[src/rtl/music_addr_gen.sv]
// Song-address generator for the music box: drives the note-ROM address {song, step}.
// All outputs are registered. A tempo prescaler paces the steps, and loop and one-shot modes are both supported.
module music_addr_gen #(
  parameter int SONG_BITS = 1,
  parameter int STEP_BITS = 7,
  parameter int TEMPO_DIV = 1
) (
  input  logic                           clk,
  input  logic                           reset,
  input  logic [SONG_BITS-1:0]           sel,
  input  logic                           play,
  input  logic                           loop,
  input  logic [STEP_BITS-1:0]           song_len,
  output logic [SONG_BITS+STEP_BITS-1:0] addr,
  output logic                           playing,
  output logic                           done,
  output logic                           step_tick
);

  localparam int TDIV_W = (TEMPO_DIV > 1) ? $clog2(TEMPO_DIV) : 1;
  localparam logic [TDIV_W-1:0] TDIV_LAST = TDIV_W'(TEMPO_DIV - 1);

  typedef enum logic [1:0] {
    S_IDLE  = 2'd0,
    S_PLAY  = 2'd1,
    S_PAUSE = 2'd2,
    S_DONE  = 2'd3
  } state_t;

  state_t               r_state;
  logic [SONG_BITS-1:0] r_song;
  logic [STEP_BITS-1:0] r_step;
  logic [TDIV_W-1:0]    r_tdiv;
  logic                 r_step_tick;
  logic                 r_playing;
  logic                 r_done;

  state_t               w_state_nxt;
  logic [SONG_BITS-1:0] w_song_nxt;
  logic [STEP_BITS-1:0] w_step_nxt;
  logic [TDIV_W-1:0]    w_tdiv_nxt;
  logic                 w_step_tick_nxt;
  logic                 w_playing_nxt;
  logic                 w_done_nxt;
  logic                 w_tick;
  logic                 w_sel_chg;
  logic                 w_more;

  assign w_tick    = (r_state == S_PLAY) && (r_tdiv == TDIV_LAST);
  assign w_sel_chg = (sel != r_song);
  // >= rather than == so a song_len lowered under the current step still ends the song
  assign w_more    = (r_step < song_len);

  // state and datapath registers
  always_ff @(posedge clk) begin
    if (!reset) begin
      r_state     <= S_IDLE;
      r_song      <= '0;
      r_step      <= '0;
      r_tdiv      <= '0;
      r_step_tick <= 1'b0;
      r_playing   <= 1'b0;
      r_done      <= 1'b0;
    end else begin
      r_state     <= w_state_nxt;
      r_song      <= w_song_nxt;
      r_step      <= w_step_nxt;
      r_tdiv      <= w_tdiv_nxt;
      r_step_tick <= w_step_tick_nxt;
      r_playing   <= w_playing_nxt;
      r_done      <= w_done_nxt;
    end
  end

  // next-state and datapath
  always_comb begin
    w_state_nxt = r_state;
    w_song_nxt  = r_song;
    w_step_nxt  = r_step;
    w_tdiv_nxt  = r_tdiv;
    unique case (r_state)
      S_IDLE: begin
        w_song_nxt = sel;
        w_step_nxt = '0;
        w_tdiv_nxt = '0;
        if (play) begin
          w_state_nxt = S_PLAY;
        end
      end
      S_PLAY: begin
        if (w_sel_chg) begin
          w_song_nxt = sel;
          w_step_nxt = '0;
          w_tdiv_nxt = '0;
        end else if (!play) begin
          w_state_nxt = S_PAUSE;
        end else if (w_tick) begin
          w_tdiv_nxt = '0;
          if (w_more) begin
            w_step_nxt = r_step + 1'b1;
          end else if (loop) begin
            w_step_nxt = '0;
          end else begin
            w_state_nxt = S_DONE;
          end
        end else begin
          w_tdiv_nxt = r_tdiv + 1'b1;
        end
      end
      S_PAUSE: begin
        if (w_sel_chg) begin
          w_song_nxt = sel;
          w_step_nxt = '0;
          w_tdiv_nxt = '0;
        end else if (play) begin
          w_state_nxt = S_PLAY;
        end
      end
      S_DONE: begin
        w_tdiv_nxt = '0;
        if (!play) begin
          w_state_nxt = S_IDLE;
          w_song_nxt  = sel;
          w_step_nxt  = '0;
        end
      end
      default: begin
        w_state_nxt = S_IDLE;
      end
    endcase
  end

  // output decode; flag values are registered alongside the state
  always_comb begin
    w_playing_nxt   = (w_state_nxt == S_PLAY);
    w_done_nxt      = (w_state_nxt == S_DONE);
    w_step_tick_nxt = 1'b0;
    if (r_state == S_IDLE) begin
      w_step_tick_nxt = play;
    end else if (r_state == S_PLAY) begin
      w_step_tick_nxt = w_sel_chg || (play && w_tick && (w_more || loop));
    end
  end

  assign addr      = {r_song, r_step};
  assign playing   = r_playing;
  assign done      = r_done;
  assign step_tick = r_step_tick;

endmodule

[config.mk]
export PLATFORM = sky130hd
export DESIGN_NAME = music_addr_gen
export DESIGN_NICKNAME = d
export VERILOG_FILES = /design/src/rtl/music_addr_gen.sv
export SDC_FILE = /design/constraint.sdc
export NUM_CORES = 1
export LEC_CHECK = 0
export CORE_UTILIZATION = 52
export DETAILED_ROUTE_END_ITERATION = 8
export PLACE_DENSITY = 0.93
export SLEW_MARGIN = 20
export SYNTH_ARGS = -nofsm -noshare
export SYNTH_HDL_FRONTEND = slang
export SYNTH_SLANG_ARGS = --single-unit
[constraint.sdc]
create_clock -name clk -period 7.8 [get_ports clk]
set_input_delay 2.34 -clock clk [delete_from_list [all_inputs] [get_ports clk]]
set_output_delay 2.34 -clock clk [all_outputs]
set_load 0.005 [all_outputs]
== Yosys cells after proc, flatten, opt, wreduce, memory -nomap -nowiden ==
Cells that the tools add are included.

* Add/subtract/negate cells: 2
* $lt $le $gt $ge: 1
* Equality and inequality tests: 12
* Multiplexer cells: 27
* Bitwise operators: 1
* Reduce and logical (&&, ||, !) cells: 11

{| class="wikitable"
|+ Operators by type and width
! operator !! count
|-
| $mux 7 || 7
|-
| $pmux 7 s4 || 1
|-
| $mux 2 || 8
|-
| $mux 1 || 8
|-
| $pmux 2 s4 || 1
|-
| $add 7x1->7 const B || 1
|-
| $lt 7x7->1 || 1
|-
| $eq 2x2->1 const B || 3
|-
| $ne 3x3->1 const B || 2
|-
| $pmux 1 s3 || 2
|-
| $reduce_and 5->1 || 1
|-
| $eq 2x1->1 const B || 2
|-
| $ne 2x2->1 const B || 2
|-
| $ne 4x4->1 const B || 1
|-
| $reduce_and 2->1 || 2
|-
| $reduce_or 2->1 || 2
|-
| $logic_and 1x1->1 || 3
|-
| $logic_not 2->1 || 1
|-
| $logic_or 1x1->1 || 2
|-
| $ne 2x1->1 const B || 1
|-
| $add 1x1->1 const B || 1
|-
| $ne 1x1->1 || 1
|-
| $not 1->1 || 1
|}

* Flip-flop bits (word level): 14
* Bits of input ports: 12
* Output and inout port bits: 11
* Word-level logic and storage cells: 61

== Logic depth before layout (Yosys ltp) ==
* Word-level depth: 7
* Depth in mapped cells: 8
* Mapped depth without buffers: 8

== Worst setup path before layout ==
Ideal clock, no wire load.

* Kind: input-to-reg
* Start point: input port song_len[1]
* End point: register r_step[3]
* Library setup time: 0.070 ns
* Data arrival time: 4.028 ns
* Data required time: 7.730 ns
* Path slack: 3.703 ns
* Cell stages on the path: 7
* Path buffers: 0
* Cell sequence: inv_1 ha_1 a211o_1 a2111oi_4 nor2_2 or4_1 a21oi_1

* Word-level cells in the longest chain between the ends: 6

{| class="wikitable"
|+ Ends and longest elaborated chain
! item !! RTL line !! source
|-
| start: declaration || 13 || <nowiki>input logic [STEP_BITS-1:0] song_len,</nowiki>
|-
| $lt 7x7->1 (*) || 52 || <nowiki>assign w_more = (r_step < song_len);</nowiki>
|-
| $mux 7 || 99 || <nowiki>if (w_more) begin</nowiki>
|-
| $mux 7 || 97 || <nowiki>end else if (w_tick) begin</nowiki>
|-
| $mux 7 || 95 || <nowiki>end else if (!play) begin</nowiki>
|-
| $mux 7 || 91 || <nowiki>if (w_sel_chg) begin</nowiki>
|-
| $pmux 7 s4 || 81 || <nowiki>unique case (r_state)</nowiki>
|-
| end signal: assignment || 67 || <nowiki>r_step <= w_step_nxt;</nowiki>
|-
| end: declaration || 32 || <nowiki>logic [STEP_BITS-1:0] r_step;</nowiki>
|}

Every way passes the cells marked *; elsewhere a longest branch is shown, timed or not. The select of a mux whose other input is x is not followed.
A chain may end at the register's enable or synchronous reset.

== Worst setup path after layout ==
Same ends and word-level chain as after synthesis.

==> results.md <==
* Ant diodes at 0
* Maximum VDD drop at between 0.00009 and 0.0001 V
* Die Y at ~46 um
* Setup crit start kind: input port
* Count leader, synth: dfxtp_1
* Setup TNS at 0 ns
* WP data required at ~8.0 ns
* Pwr per Cell Area at between 100 and 150 nW/um^2
* Crit-path slowest cell: a211oi_1
* Commonest cells in the synthesized netlist: 14 x dfxtp_1, 12 x ha_1, 12 x inv_1, 11 x o21ai_0
* I/O pins at 23
* Max clock buf depth at 2
* Switching power at about 52 uW
* Routed WL at between 2000 and 3000 um
* Ratio of cells with drive above 1 in the final layout at 0.0544
* Area leader, netlist: dfxtp_1
* Min Tclk post-route at 4.51 ns
* WP data arrival at 4.73 ns
* DP Area at roughly 1200 um^2
* Crit path from: song_len[1]
* # resized after CTS at 0
* Reg-to-Reg Start: r_step[1]
* Part of the power in registers at 0.452
* Asr flop ratio synth at 0
* Design area at about 1300 um^2
* Cells after Synth at approximately 120
* Synth area leaders: dfxtp_1 28%, ha_1 15%, o21ai_0 5.5%, a21oi_1 5.0%, inv_1 4.5%
* Pre-antenna DRT Iters at 5
* Logic gate share of total power at 0.245
* Cts-stage hold buffer count at 0
* Final core occ at 0.718
* Port Buf Inserts at 22
* Final hold vios at 0
* Die W at between 40 and 50 um
* Status: finished clean
* Wire length per cell at about 15 um
* Syn nets at approximately 150
* CTS tree: built
* GRT Util Overall at 0.263
* Clock Pin Slew Worst Setup and Hold Paths at about 0.080 ns
* Area Growth Syn to Fin at 27.7%
* Worst Hold Class: reg2reg
* Core area at 1760 um^2
* Drt drc at 0
* Via count at roughly 1.0k
* CTS Buf Count at 3
* Global-route wire length before repair at between 3000 and 4000 um
* Share of the yosys chip area belonging to registers at 0.282
* CP Capture Type: flip-flop
* Vias in the first global route at 947
* Post-route ant nets at 0
* Number of fill cells at between 150 and 200
* Post-synth cell types at 33
* Sw frac at 0.295
* Largest net degree at the start of global routing at 11
* Max Fclk at about 0.22 GHz
* Worst Path Class, Setup: in2reg
* Htree depth at 1
* CP peak stage delay at around 0.68 ns
* Clock sink count at 14
* Hold Startpoint: r_step[6]
* Worst Clk Skew at approximately 0.0095 ns
* Synthesized area per cell at just over 8 um^2
* Mapped cell area at around 1000 um^2
* Final setup violation count at 0
* Initial antenna violation count at 0
* Number of synthesized flops with an enable pin at 0
* Initial Utilization at 0.562
* Maximum fanout along the worst path at 6
* Worst-skew pair later-pin latency at 0.29 ns
* Flop and latch count out of synthesis at 14
* Crit path cell chain: clkdlybuf4s50_1 > inv_1 > ha_1 > a211o_1 > a211oi_1 > nor4_1 > or2_2 > a21oi_1
* Period utilization at 0.579
* Slew Limit Headroom at 0.490
* RSZ-0062 raised after global routing: no
* Final slew viol count at 0
* MaxCap Viol Count at 0
* Bufs and invs on worst path at 2
* Synth warn at 0
* Total Die Area at about 2100 um^2
* Worst Max-Slew Pin Slew at between 0.7 and 0.8 ns
* Vias per std cell at between 6 and 7
* Grt total ovfl at 0
* Largest delay share family, worst path: compound AO/OA/AOI/OAI gates
* Clock Power Share at 0.303
* DRT iter0 DRCs at 49
* Top_reg_cell synth: dfxtp_1
* Nets@finish at around 170
* Yosys top cell area share at 0.282
* Row cnt at 15
* Clock root cell: clkbuf_4
* Leakage at around 0.00051 uW
* HPWL after DPL at between 1500 and 2000 um
* Int Pwr at ~130 uW
* Routability congestion estimate from global placement at around 1
* Setup Buffers After CTS at 0
## power by group through the flow
stage | Clock [uW] | Combinational, uW | Sequential, uW
after floorplan | 0 | 26.0 | 81.0
after global placement | 0 | 41.0 | 81.5
after detailed placement | 0 | 42.0 | 81.7
after CTS | 54.4 | 42.9 | 80.2
after global routing | 57.2 | 48.5 | 80.8
final | 53.8 | 43.6 | 80.3
## registers in the layout, summed over array words and instances, names as in the netlist
name	cells
done	1
r_state	2
r_tdiv	1
playing	1
r_song	1
r_step	7
step_tick	1
## per-layer routing
metal  vias to the layer above  part of all wire  GRT usage
met2                        64              0.50      0.497
met3                        10             0.083     0.0635
met5                         -                 0          0
li1                        497                 -          -
met4                         0             0.022      0.103
met1                       470              0.39      0.273
## tightest hold or removal path, cell delays in order, from the launching register on
cell and delay (ns):
dfxtp_1 0.34, o31ai_1 0.08, a21oi_1 0.07
## final cells by class
type | count | area (um^2) | share of cell area
clock buffers | 4 | 36.3 | 0.0286
inverters | 12 | 45.0 | 0.0355
multi-input cells | 95 | 654 | 0.516
flip-flops and latches | 14 | 280 | 0.221
well taps | 25 | 31.3 | 0.0247
repair buffers | 22 | 220 | 0.174
## through the flow
| stage | setup WS (ns) | hold WS [ns] | instances | total power [uW] |
|---|---|---|---|---|
| 6_report | 3.29 | 0.538 | 172 | 178 |
| 4_1_cts | 3.34 | 0.546 | 172 | 178 |
| 5_1_grt | 3.11 | 0.561 | 172 | 186 |
| 3_3_place_gp | 3.17 | 0.500 | 168 | 123 |
| 3_5_place_dp | 3.08 | 0.534 | 168 | 124 |
| 2_1_floorplan | 3.70 | 0.483 | 123 | 107 |
## final timing paths
kind | to | slack, ns | cells past startpoint
setup reg to reg | r_step[3] | 5.40 | 6
hold / removal | r_step[6] | 0.54 | 2
hold reg to reg | r_step[6] | 0.54 | 2
setup / recovery | r_step[3] | 3.29 | 8
## kinds of logic after synthesis
logic type      count (synthesis)  share of synthesized area
compound gates                 39                      0.272
buf+inv                        14                     0.0580
xor+xnor                        3                     0.0265
flops                          14                      0.282
simple gates                   41                      0.209
fa+ha+maj                      12                      0.151
## cell usage in the layout, fill, tap and decap left out, types with 2 or more instances in the layout
cell type	count
clkdlybuf4s50_1	22
xor2_1	2
nand3_1	5
and2_1	3
a211oi_1	5
a211o_1	2
nand2_1	9
o21ai_0	11
a21oi_1	10
clkbuf_4	3
inv_1	12
o31ai_1	4
nor2_1	10
or4_1	3
ha_1	12
or3_1	3
dfxtp_1	14
(Power assumes the default switching activity.)
